**config.mk**
```make
export PLATFORM = sky130hd
export DESIGN_NAME = sink_rand_flat
export DESIGN_NICKNAME = d
export VERILOG_FILES = /design/src/rtl/sink_rand_if.sv /design/src/rtl/sink_rand.sv /design/src/flat_wrapper.sv
export SDC_FILE = /design/constraint.sdc
export NUM_CORES = 1
export LEC_CHECK = 0
export ABC_AREA = 0
export BUFFER_PORTS_ARGS = -buffer_cell sky130_fd_sc_hd__clkbuf_2
export CAP_MARGIN = 10
export CORE_UTILIZATION = 55
export CTS_BUF_LIST = sky130_fd_sc_hd__clkbuf_4
export CTS_CLUSTER_DIAMETER = 60
export DETAILED_ROUTE_END_ITERATION = 10
export PLACE_DENSITY = 0.78
export SLEW_MARGIN = 20
export SYNTH_ARGS = -nofsm -noshare
export SYNTH_HDL_FRONTEND = slang
export SYNTH_SLANG_ARGS = --single-unit
```
**constraint.sdc**
```tcl
create_clock -name clk -period 2.06 [get_ports clk]
set_input_delay 0.309 -clock clk [delete_from_list [all_inputs] [get_ports clk]]
set_output_delay 0.309 -clock clk [all_outputs]
set_load 0.1 [all_outputs]
```
**src/rtl/sink_rand_if.sv**
```systemverilog
// Byte-stream handshake bundle: valid/ready/last plus data.
// The source drives valid/last/data, the sink answers with ready.
interface sink_rand_if #(
  parameter int LEN = 8
);
  logic           valid;
  logic           last;
  logic [LEN-1:0] data;
  logic           ready;

  modport master (
    output valid,
    output last,
    output data,
    input  ready
  );

  modport slave (
    input  valid,
    input  last,
    input  data,
    output ready
  );
endinterface

```
**src/rtl/sink_rand.sv**
```systemverilog
// Stream sink with LFSR-driven random backpressure.
// Accepts beats, accumulates per-packet sums and beat/packet counts,
// and raises a sticky error when the source breaks the rule that a
// pending beat must stay valid and stable until it is accepted.
module sink_rand #(
  parameter int          LEN     = 8,
  parameter int          DELAY_W = 3,
  parameter int          CNT_W   = 16,
  parameter logic [15:0] SEED    = 16'hACE1
) (
  input  logic             clk,
  input  logic             rst,
  sink_rand_if.slave       s,
  input  logic             bp_en,
  output logic [LEN-1:0]   beat_out,
  output logic             beat_vld,
  output logic             pkt_done,
  output logic [LEN-1:0]   pkt_sum,
  output logic [CNT_W-1:0] beat_cnt,
  output logic [CNT_W-1:0] pkt_cnt,
  output logic             err
);

  // A zero seed would lock the LFSR at zero forever.
  localparam logic [15:0] SEED_EFF  = (SEED == 16'h0000) ? 16'hACE1 : SEED;
  localparam logic [15:0] LFSR_MASK = 16'hB400;

  typedef enum logic {
    ST_WAIT  = 1'b0,
    ST_READY = 1'b1
  } state_t;

  state_t             state_reg;
  state_t             state_next;
  logic [DELAY_W-1:0] wait_cnt_reg;
  logic [DELAY_W-1:0] wait_cnt_next;

  logic [15:0]        lfsr_reg;
  logic [15:0]        lfsr_next;
  logic [DELAY_W-1:0] stall_len;

  logic               ready_reg;
  logic               fire;

  logic [LEN-1:0]     acc_reg;
  logic [LEN-1:0]     beat_out_reg;
  logic               beat_vld_reg;
  logic               pkt_done_reg;
  logic [LEN-1:0]     pkt_sum_reg;
  logic [CNT_W-1:0]   beat_cnt_reg;
  logic [CNT_W-1:0]   pkt_cnt_reg;

  logic               pend_reg;
  logic [LEN-1:0]     pend_data_reg;
  logic               pend_last_reg;
  logic               err_reg;
  logic               violation;

  // ---------------------------------------------------------------
  // Galois LFSR, right shift: bit 0 falls out and, when set, is
  // folded back into the tap positions of the mask.
  // ---------------------------------------------------------------
  for (genvar gi = 0; gi < 16; gi++) begin : g_lfsr
    if (gi == 15) begin : g_top
      assign lfsr_next[gi] = LFSR_MASK[gi] & lfsr_reg[0];
    end else begin : g_mid
      assign lfsr_next[gi] = lfsr_reg[gi+1] ^ (LFSR_MASK[gi] & lfsr_reg[0]);
    end
  end

  // The stall length is whatever the LFSR holds in the accepting cycle.
  assign stall_len = lfsr_reg[DELAY_W-1:0];

  // ready comes straight from the state register, so it is glitch-free.
  assign ready_reg = (state_reg == ST_READY);
  assign s.ready   = ready_reg;
  assign fire      = s.valid && ready_reg;

  // LFSR advances on every cycle outside reset.
  always_ff @(posedge clk) begin
    if (rst) begin
      lfsr_reg <= SEED_EFF;
    end else begin
      lfsr_reg <= lfsr_next;
    end
  end

  // Backpressure FSM state register.
  always_ff @(posedge clk) begin
    if (rst) begin
      state_reg    <= ST_WAIT;
      wait_cnt_reg <= '0;
    end else begin
      state_reg    <= state_next;
      wait_cnt_reg <= wait_cnt_next;
    end
  end

  // Next state: a fire with a non-zero stall parks us in WAIT for
  // exactly stall_len cycles (count runs stall_len-1 down to 0).
  always_comb begin
    state_next    = state_reg;
    wait_cnt_next = wait_cnt_reg;
    case (state_reg)
      ST_WAIT: begin
        if (wait_cnt_reg == '0) begin
          state_next = ST_READY;
        end else begin
          wait_cnt_next = wait_cnt_reg - DELAY_W'(1);
        end
      end
      ST_READY: begin
        if (fire && bp_en && (stall_len != '0)) begin
          wait_cnt_next = stall_len - DELAY_W'(1);
          state_next    = ST_WAIT;
        end
      end
      default: begin
        state_next    = ST_WAIT;
        wait_cnt_next = '0;
      end
    endcase
  end

  // Beat capture, packet accumulation and counters; a last beat closes
  // the packet and clears the accumulator for the next one.
  always_ff @(posedge clk) begin
    if (rst) begin
      acc_reg      <= '0;
      beat_out_reg <= '0;
      beat_vld_reg <= 1'b0;
      pkt_done_reg <= 1'b0;
      pkt_sum_reg  <= '0;
      beat_cnt_reg <= '0;
      pkt_cnt_reg  <= '0;
    end else begin
      beat_vld_reg <= fire;
      pkt_done_reg <= fire && s.last;
      if (fire) begin
        beat_out_reg <= s.data;
        beat_cnt_reg <= beat_cnt_reg + CNT_W'(1);
        if (s.last) begin
          pkt_sum_reg <= acc_reg + s.data;
          acc_reg     <= '0;
          pkt_cnt_reg <= pkt_cnt_reg + CNT_W'(1);
        end else begin
          acc_reg <= acc_reg + s.data;
        end
      end
    end
  end

  // A beat left pending must reappear unchanged in the following cycle.
  assign violation = pend_reg &&
                     (!s.valid || (s.data != pend_data_reg) || (s.last != pend_last_reg));

  // Protocol history and sticky error; errors never block acceptance.
  always_ff @(posedge clk) begin
    if (rst) begin
      pend_reg      <= 1'b0;
      pend_data_reg <= '0;
      pend_last_reg <= 1'b0;
      err_reg       <= 1'b0;
    end else begin
      pend_reg      <= s.valid && !ready_reg;
      pend_data_reg <= s.data;
      pend_last_reg <= s.last;
      if (violation) begin
        err_reg <= 1'b1;
      end
    end
  end

  assign beat_out = beat_out_reg;
  assign beat_vld = beat_vld_reg;
  assign pkt_done = pkt_done_reg;
  assign pkt_sum  = pkt_sum_reg;
  assign beat_cnt = beat_cnt_reg;
  assign pkt_cnt  = pkt_cnt_reg;
  assign err      = err_reg;

endmodule

```
**src/flat_wrapper.sv**
```systemverilog
// flat-port wrapper written by rule: the top's interface ports become plain ports
module sink_rand_flat 
#(
  parameter int          LEN     = 8,
  parameter int          DELAY_W = 3,
  parameter int          CNT_W   = 16,
  parameter logic [15:0] SEED    = 16'hACE1
)
  (clk, rst, bp_en, beat_out, beat_vld, pkt_done, pkt_sum, beat_cnt, pkt_cnt, err, s_valid, s_last, s_data, s_ready);
  sink_rand_if #(.LEN(LEN)) s_i ();
  input  logic clk;
  input  logic rst;
  input  logic bp_en;
  output logic [LEN-1:0] beat_out;
  output logic beat_vld;
  output logic pkt_done;
  output logic [LEN-1:0] pkt_sum;
  output logic [CNT_W-1:0] beat_cnt;
  output logic [CNT_W-1:0] pkt_cnt;
  output logic err;
  input wire logic [$bits(s_i.valid)-1:0] s_valid;
  input wire logic [$bits(s_i.last)-1:0] s_last;
  input wire logic [$bits(s_i.data)-1:0] s_data;
  output wire logic [$bits(s_i.ready)-1:0] s_ready;
  assign s_i.valid = s_valid;
  assign s_i.last = s_last;
  assign s_i.data = s_data;
  assign s_ready = s_i.ready;
  sink_rand #(.LEN(LEN), .DELAY_W(DELAY_W), .CNT_W(CNT_W), .SEED(SEED)) u_core (.clk(clk), .rst(rst), .s(s_i), .bp_en(bp_en), .beat_out(beat_out), .beat_vld(beat_vld), .pkt_done(pkt_done), .pkt_sum(pkt_sum), .beat_cnt(beat_cnt), .pkt_cnt(pkt_cnt), .err(err));
endmodule
```
==> results of run 1 <==
-- worst max-delay path: stages, from the launching register on --
cell      delay [ps]
dfxtp_1          340
ha_1             220
fa_1             430
a21oi_2          190
o211ai_1         120
a21oi_1          200
xnor2_1          110
a32o_1           210
-- synthesized netlist by cell type (all sizes together), types with 4 or more instances --
cell	number	area [um2]
a21oi	33	165.2
and4	5	48.80
buf	6	37.53
clkbuf	13	48.80
dfxtp	89	1782
ha	10	125.1
inv	7	26.28
nand2	49	186.4
nand3	13	70.07
nand4	11	120.1
nor2	45	168.9
nor2b	16	100.1
nor3	9	55.05
nor4	4	37.53
o21ai	11	55.05
or2	6	37.54
or3	6	37.54
xnor2	21	183.9
xor2	18	157.7
-- logic make-up (layout without fill, tap and decap cells) --
kind of cell             count (synthesis)  in the layout  synth area share
AO/OA/AOI/OAI                           61             61           0.09560
AND/OR/NAND/NOR                        178            178            0.2555
flip-flops                              89             89            0.4744
multiplexers                             3              3          0.007995
XOR/XNOR                                40             40           0.09694
buffers and inverters                   27             97           0.03098
adder cells (fa/ha/maj)                 11             11           0.03864
-- through the flow --
| stage | utilization | cell area, um2 |
|---|---|---|
| 4_1_cts | 0.6713 | 4335 |
| 5_1_grt | 0.6718 | 4339 |
| 3_5_place_dp | 0.6461 | 4173 |
| 2_1_floorplan | - | 3775 |
| 6_report | 0.6718 | 4339 |
| 3_3_place_gp | 0.6461 | 4173 |
-- area by class of cell --
class	count	area [um2]
inverter	8	30.03
tap	77	96.34
clock buffer	11	82.58
timing repair buffer	73	387.9
clock inverter	5	80.08
fill	547	2120
sequential	89	1800
multi-input combinational	293	1862
-- report_power, final --
group	switching, W	internal [W]	leakage, nW
sequential	0.000111	0.00185	0.734
clock	0.000572	0.000519	0.0847
combinational	0.000745	0.000276	0.966
-- worst max path at each step --
stage / end / slack [ps] / cells after the start
floorplan: u_core.pkt_cnt[15] / 80 / 4
global placement: u_core.acc_reg[6] / 50 / 8
detailed placement: u_core.acc_reg[6] / -30 / 8
CTS: u_core.acc_reg[6] / 100 / 7
global route: u_core.acc_reg[6] / 50 / 7
finish: u_core.acc_reg[6] / 160 / 7
-- layer usage --
layer,wire length [um],global-route usage,share of wire,vias to the layer above
met1,3601,0.2888,0.47,1422
li1,-,-,-,1532
met2,3571,0.3585,0.47,71
met5,0,0,0,-
met4,148,0.1063,0.019,0
met3,308,0.03638,0.040,17
==> flow_summary.toml, run 1 <==
[sta]
setup_viol = 0
max_slew_margin = 0.6268
period_share = 0.9238
rsz0062_at_grt = "false"
slew_viol_final = 0
hold_viol_final = 0
period_minus_slack_ps = 1903
hold_ws_ps = 154.7
layout_setup_ws_ps = 156.9
tns_ps = 0
clock.fmax_mhz = 525.5
tightest_slew_ps = 562.2
skew_ps = 10.49

[floorplanning]
die_h_um = 84.64
boundaryPins = 65
die_area_um2 = 7164
fp.dieW_um = 84.64
coreArea_um2 = 6459
num_rows = 29
start_util = 0.5816

[clock_network]
cts.sinks = 89
cts_resized = 0
cts_inserted_buffers = 9
tritoncts = "done"
clk_pin_slew_worst_paths_ps = 130
cts_root_buf = "clkbuf_4"
clock_latency_ps = 420
ctsHoldBuffers = 0
clockBufferDepth = 2
cts_htree_levels = 3
postCtsSetupBuffers = 0

[critical_path]
rrSetupSlack_ps = 160
start_kind = "flip-flop"
worstPathMaxFanout = 3
startpoint = "u_core.acc_reg[0]"
cp-end-kind = "flip-flop"
critical_path_arrival_ps = 2230
rr_startpoint = "u_core.acc_reg[0]"
crit_type = "flip-flop to flip-flop"
ff2ff_path_depth = 7
cp.required_ps = 2390
timing.rr.end = "u_core.acc_reg[6]"

[cells_and_area]
syn_to_final_growth_pct = 15.52
nets = 498
final_common_cell = "dfxtp_1"
drive_gt1_frac = 0.2568
num_antenna_cells = 0
final_cell_mix = "dfxtp_1, clkbuf_2, nand2_1"
finalNonFillerCells = 556

[synth]
synth_fp_nets = 433
async_flop_share = 0
synthFlopType = "dfxtp_1"
synth_cell_types = 50
netlist_instances = 409
synth_edf_count = 0
ys_seq_area_frac = 0.4744
synth.ff_latch_count = 89
ys_warn_count = 0
synth_area_um2 = 3756
avgSynthCellArea_um2 = 9.184

[detailed_routing]
vias_per_cell = 5.471
firstDrtPassIters = 9
drt_iter0_drc = 130
routedWlPerCell_um = 13.72
drt-total-wl_um = 7629
drc_errors = 6
postRouteAntennaNets = 0
vias = 3042

[grt]
grt_max_degree = 26
grt_overflow = 0
grt_pass1_wl_um = 12680
antenna_found_initial = 0
grt_usage = 0.2213
grt_pass1_vias = 2782

[placement]
port_buffers = 64
place_inst = 540
dp_hpwl_um = 5450
routabilityCongestion = 0.8636
dp_slack_ps = -34.70

[power]
leakagePower_nw = 1.785
ir_drop_uv = 546.1
p_total_w = 0.004073
power_density_nw_per_um2 = 938.6

[outcome]
violations = "DRC"
run_status = "finished, violations left"

[job]
maxCapViolCount = 0

[hold_path]
whs_path_depth = 3
worstHoldStart = "s_data[0]"
hold_end = "u_core.beat_out[0]"
hold_class = "input port to flip-flop"
Note: power is estimated with default switching activity, not from simulation.
==> run 2, diff against run 1 <==
--- a/config.mk
+++ b/config.mk
@@ -8,11 +8,11 @@
 export ABC_AREA = 0
 export BUFFER_PORTS_ARGS = -buffer_cell sky130_fd_sc_hd__clkbuf_2
 export CAP_MARGIN = 10
-export CORE_UTILIZATION = 55
+export CORE_UTILIZATION = 58
 export CTS_BUF_LIST = sky130_fd_sc_hd__clkbuf_4
 export CTS_CLUSTER_DIAMETER = 60
 export DETAILED_ROUTE_END_ITERATION = 10
-export PLACE_DENSITY = 0.78
+export PLACE_DENSITY = 0.82
 export SLEW_MARGIN = 20
 export SYNTH_ARGS = -nofsm -noshare
 export SYNTH_HDL_FRONTEND = slang
==> run 2 against run 1 <==
  * The flow now finishes without violations
  * Total power shrank 6.3%
  * Routed wire length is 0.66% higher
  * Sequential power about the same
  * Non-clock buffer count up 1
  * Cell area shrank 1.0%
  * Clock skew grew 1.1 ps
  * Register-to-register slack worse by 20 ps
  * Setup slack worse by 16 ps
  * Combinational power barely moved
  * Sequential share of layout area increased by 0.42 points
  * Critical path depth is the same
  * Critical endpoint unchanged
  * Largest cell class unchanged
==> flow_summary.toml, run 2 (synthesis gave the netlist of run 1 again) <==
[outcome]
run_status = "completed"

[power]
leakagePower_nw = 1.763
seq_power_share = 0.514
p_int_w = 0.002374
pwr-share-clk = 0.217
switchingPower_w = 0.001442
switching_share = 0.3778
pwr-share-comb = 0.269
power_density_nw_per_um2 = 888.2
ir_drop_uv = 496.9

[sta]
rsz0062_at_grt = "false"
period_share = 0.9314
tns_ps = 0
setup_viol = 0
slew_viol_final = 0
clock.fmax_mhz = 521.2
max_slew_margin = 0.6257
period_minus_slack_ps = 1919
hold_viol_final = 0
tightest_slew_ps = 563.9
skew_ps = 11.58

[clock_network]
cts_root_buf = "clkbuf_4"
clockBufferDepth = 2
cts_htree_levels = 3
clock_latency_ps = 420
tritoncts = "done"
cts.sinks = 89
clk_pin_slew_worst_paths_ps = 140
cts_inserted_buffers = 9

[floorplanning]
boundaryPins = 65
start_util = 0.6162
die_h_um = 82.48
num_rows = 28
fp.dieW_um = 82.48
die_area_um2 = 6802
coreArea_um2 = 6096

[detailed_routing]
vias_per_cell = 5.431
firstDrtPassIters = 4
routedWlPerCell_um = 13.84
vias = 3014
drt-total-wl_um = 7679
drc_errors = 0
drt_iter0_drc = 132
postRouteAntennaNets = 0

[critical_path]
worstPathMaxFanout = 3
critical_path_arrival_ps = 2250
cp.required_ps = 2390
cp-end-kind = "flip-flop"
crit_type = "flip-flop to flip-flop"
start_kind = "flip-flop"

[hold_path]
hold_class = "input port to flip-flop"

[grt]
grt_pass1_vias = 2712
grt_pass1_wl_um = 12430
antenna_found_initial = 0
grt_usage = 0.2447
grt_max_degree = 46
grt_overflow = 0

[placement]
port_buffers = 64
placed_area_um2 = 4178
routabilityCongestion = 0.8773
dp_hpwl_um = 5546

[cells_and_area]
drive_gt1_frac = 0.2583
multiInputGateArea_um2 = 1862
final_area_um2 = 4295
final_cell_mix = "dfxtp_1, clkbuf_2, nand2_1"
syn_to_final_growth_pct = 14.36
num_antenna_cells = 0
final_common_cell = "dfxtp_1"
fill_cells = 505
finish.utilization = 0.7046
seq_area_um2 = 1800
nets = 499

[job]
maxCapViolCount = 0
run 2: cell types whose count changed in the layout (fill, tap and decap cells not counted), sizes merged:
cell and change:
bufinv -2, clkbuf -2, clkinv +2, buf +1, clkinvlp +1, inv +1
run 2: metrics by stage:
stage / instances / hold WS, ps / setup WS, ps / total power, W
after detailed placement: 539 / 396.2 / 12.13 / 0.003021
after CTS: 555 / 111.3 / 71.01 / 0.003835
after global placement: 539 / 392.6 / 78.68 / 0.002988
after global routing: 555 / 115.0 / 31.78 / 0.004012
final: 555 / 135.2 / 141.2 / 0.003815
after floorplan: 409 / 389.5 / 75.94 / 0.002822
run 2: path summary, 6_finish.rpt:
kind | start | end | slack (ps) | cells after the start
worst max register to register | u_core.acc_reg[0] | u_core.acc_reg[6] | 140 | 7
worst max-delay path | u_core.acc_reg[0] | u_core.acc_reg[6] | 140 | 7
worst min-delay path | rst | u_core.beat_cnt[1] | 140 | 2
worst min register to register | u_core.lfsr_reg[12] | u_core.lfsr_reg[11] | 420 | 1
run 2: final cells by class:
class | instances | area share
multi-input combinational | 293 | 0.4334
sequential | 89 | 0.4192
timing repair buffer | 74 | 0.09205
tap | 75 | 0.02185
clock buffer | 9 | 0.01573
clock inverter | 7 | 0.01078
inverter | 8 | 0.006991
run 2: power by group through the flow:
stage | registers, W | clock network, W | logic [W]
2_1_floorplan | 0.00235 | 0 | 0.000471
3_3_place_gp | 0.00199 | 0 | 0.000997
3_5_place_dp | 0.00200 | 0 | 0.00102
4_1_cts | 0.00196 | 0.000846 | 0.00103
5_1_grt | 0.00198 | 0.000928 | 0.00111
6_report | 0.00196 | 0.000826 | 0.00103
run 2: metal layers:
layer / GRT usage / vias to the layer above / part of all wire
li1: - / 1532 / -
met1: 0.2996 / 1413 / 0.44
met2: 0.4190 / 58 / 0.50
met3: 0.06593 / 11 / 0.042
met4: 0.07193 / 0 / 0.012
met5: 0 / - / 0
run 2: timing repair:
action | 4_1_cts | 5_1_grt
gates resized for setup | 0 | 1
hold buffers | 0 | 0
endpoints found under the setup margin | 0 | 2
endpoints found under the hold margin | 0 | 0
buffers inserted | 0 | 0
run 2: worst max-delay path, stage by stage (launching register included):
cell	delay, ps
dfxtp_1	340
ha_1	220
fa_1	430
a21oi_2	210
o211ai_1	130
a21oi_1	190
xnor2_1	110
a32o_1	200
==> run 3, diff against run 2 <==
--- a/config.mk
+++ b/config.mk
@@ -8,11 +8,13 @@
 export ABC_AREA = 0
 export BUFFER_PORTS_ARGS = -buffer_cell sky130_fd_sc_hd__clkbuf_2
 export CAP_MARGIN = 10
-export CORE_UTILIZATION = 58
+export CELL_PAD_IN_SITES_DETAIL_PLACEMENT = 0
+export CELL_PAD_IN_SITES_GLOBAL_PLACEMENT = 1
+export CORE_UTILIZATION = 44
 export CTS_BUF_LIST = sky130_fd_sc_hd__clkbuf_4
 export CTS_CLUSTER_DIAMETER = 60
 export DETAILED_ROUTE_END_ITERATION = 10
-export PLACE_DENSITY = 0.82
+export PLACE_DENSITY_LB_ADDON = 0.1
 export SLEW_MARGIN = 20
 export SYNTH_ARGS = -nofsm -noshare
 export SYNTH_HDL_FRONTEND = slang
==> constraint.sdc (replaced) <==
create_clock -name clk -period 2.06 [get_ports clk]
set_input_delay 0.103 -clock clk [delete_from_list [all_inputs] [get_ports clk]]
set_output_delay 0.103 -clock clk [all_outputs]
set_load 0.1 [all_outputs]
==> run 3 against run 2 <==
  * Maximum frequency is 0.47% higher
  * Combinational power about the same
  * Hold slack worse by 120 ps
  * Cell area is 3.8% higher
  * Core utilization shrank 16 points
  * Sequential power is essentially flat
  * Flip-flop and latch count is the same
  * Non-clock buffer count is 5 higher
==> flow_summary.toml, run 3 (synthesis gave the netlist of run 1 again) <==
[clock_network]
cts_inserted_buffers = 9
clockBufferDepth = 2
tritoncts = "done"
cts.sinks = 89
cts_htree_levels = 3
clock_latency_ps = 430
cts_root_buf = "clkbuf_4"
clk_pin_slew_worst_paths_ps = 130
postCtsSetupBuffers = 0

[critical_path]
crit_type = "input port to flip-flop"
rr_startpoint = "u_core.acc_reg[0]"
start_kind = "input port"
startpoint = "s_data[0]"
cpMaxStageDelayCell = "dlygate4sd3_1"
cp_cell_sequence = "dlygate4sd3_1 > clkbuf_2 > ha_1 > fa_1 > a21oi_2 > o211ai_1 > a21oi_1 > xnor2_1 > a32o_1"
cp.buffers_inverters = 2
cp.required_ps = 2390
worstPathMaxFanout = 4
cp_top_family = "compound AO/OA/AOI/OAI gates"
crit_path_max_incr_delay_ps = 530
critical_path_arrival_ps = 2240
cp-end-kind = "flip-flop"

[cells_and_area]
nets = 504
final_common_cell = "dfxtp_1"
fill_cells = 775
num_antenna_cells = 0
final_cell_mix = "dfxtp_1, clkbuf_2, nand2_1"
syn_to_final_growth_pct = 18.69
drive_gt1_frac = 0.2515

[floorplanning]
num_rows = 33
die_area_um2 = 8910
die_h_um = 94.40
boundaryPins = 65
coreArea_um2 = 8258
start_util = 0.4548
fp.dieW_um = 94.40

[placement]
routabilityCongestion = 0.7310
dp_hpwl_um = 5414
port_buffers = 64
dp_slack_ps = 169.7

[sta]
slew_viol_final = 0
tightest_slew_ps = 562.5
setup_viol = 0
clock.fmax_mhz = 523.6
max_slew_margin = 0.6266
layout_setup_ws_ps = 150.1
hold_viol_final = 0
period_share = 0.9271
period_minus_slack_ps = 1910
rsz0062_at_grt = "false"
skew_ps = 10.82
tns_ps = 0

[grt]
grt_pass1_vias = 2658
grt_usage = 0.1885
grt_max_degree = 45
grt_overflow = 0
antenna_found_initial = 0
grt_pass1_wl_um = 12850

[outcome]
run_status = "completed"

[power]
ir_drop_uv = 403.4
power_density_nw_per_um2 = 922.8
p_total_w = 0.004114
leakagePower_nw = 1.810

[detailed_routing]
routedWlPerCell_um = 13.32
drt_iter0_drc = 90
vias_per_cell = 5.086
postRouteAntennaNets = 0
drt-total-wl_um = 7857
firstDrtPassIters = 4
drc_errors = 0
vias = 3001

[hold_path]
hold_class = "input port to flip-flop"
worstHoldStart = "s_valid"

[job]
maxCapViolCount = 0
run 3: cell type report:
class	instances	area (um2)	area share
multi-input cells	293	1862	0.4176
flip-flops and latches	89	1800	0.4039
repair buffers	79	465.4	0.1044
well taps	105	131.4	0.02947
clock inverters	7	101.3	0.02273
clock buffers	9	67.56	0.01516
inverters	8	30.03	0.006736
run 3: report_power, final:
group          internal, W  total [W]  switching [W]
logic             0.000286    0.00103       0.000746
registers          0.00185    0.00195       0.000103
clock network     0.000502    0.00113       0.000627
run 3: routing by layer:
metal,GRT usage,up-vias,routed length [um]
li1,-,1533,-
met1,0.2400,1395,3726
met2,0.3134,64,3672
met3,0.03221,9,349
met4,0.08077,0,110
met5,0,-,0
run 3: final timing paths:
check / to / slack (ps) / cells after the start
max: u_core.acc_reg[6] / 150 / 9
min: u_core.pend_reg / 10 / 2
max reg2reg: u_core.acc_reg[6] / 190 / 7
min reg2reg: u_core.lfsr_reg[7] / 430 / 1
run 3: per-stage QoR:
step / instance area, um2 / std cells / util / hold WS [ps]
after floorplan: 3775 / 409 / - / 231.2
after global placement: 4205 / 566 / 0.5092 / 375.8
after detailed placement: 4205 / 566 / 0.5092 / 393.3
after CTS: 4454 / 590 / 0.5394 / 4.569
after global routing: 4458 / 590 / 0.5398 / 20.22
final: 4458 / 590 / 0.5398 / 14.26
run 3: worst register-to-register path, delay by kind of cell, from the launching register on:
family / cells / cell delay, ps
AOI/OAI and AO/OA: 4 / 690
DFF: 1 / 340
adders and majority gates: 2 / 630
xor gates and xnor gates: 1 / 110
run 3: repair_timing:
action	4_1_cts	5_1_grt
endpoints found under the setup margin	0	1
hold buffers	8	0
resized for setup	0	1
endpoints found under the hold margin	16	0
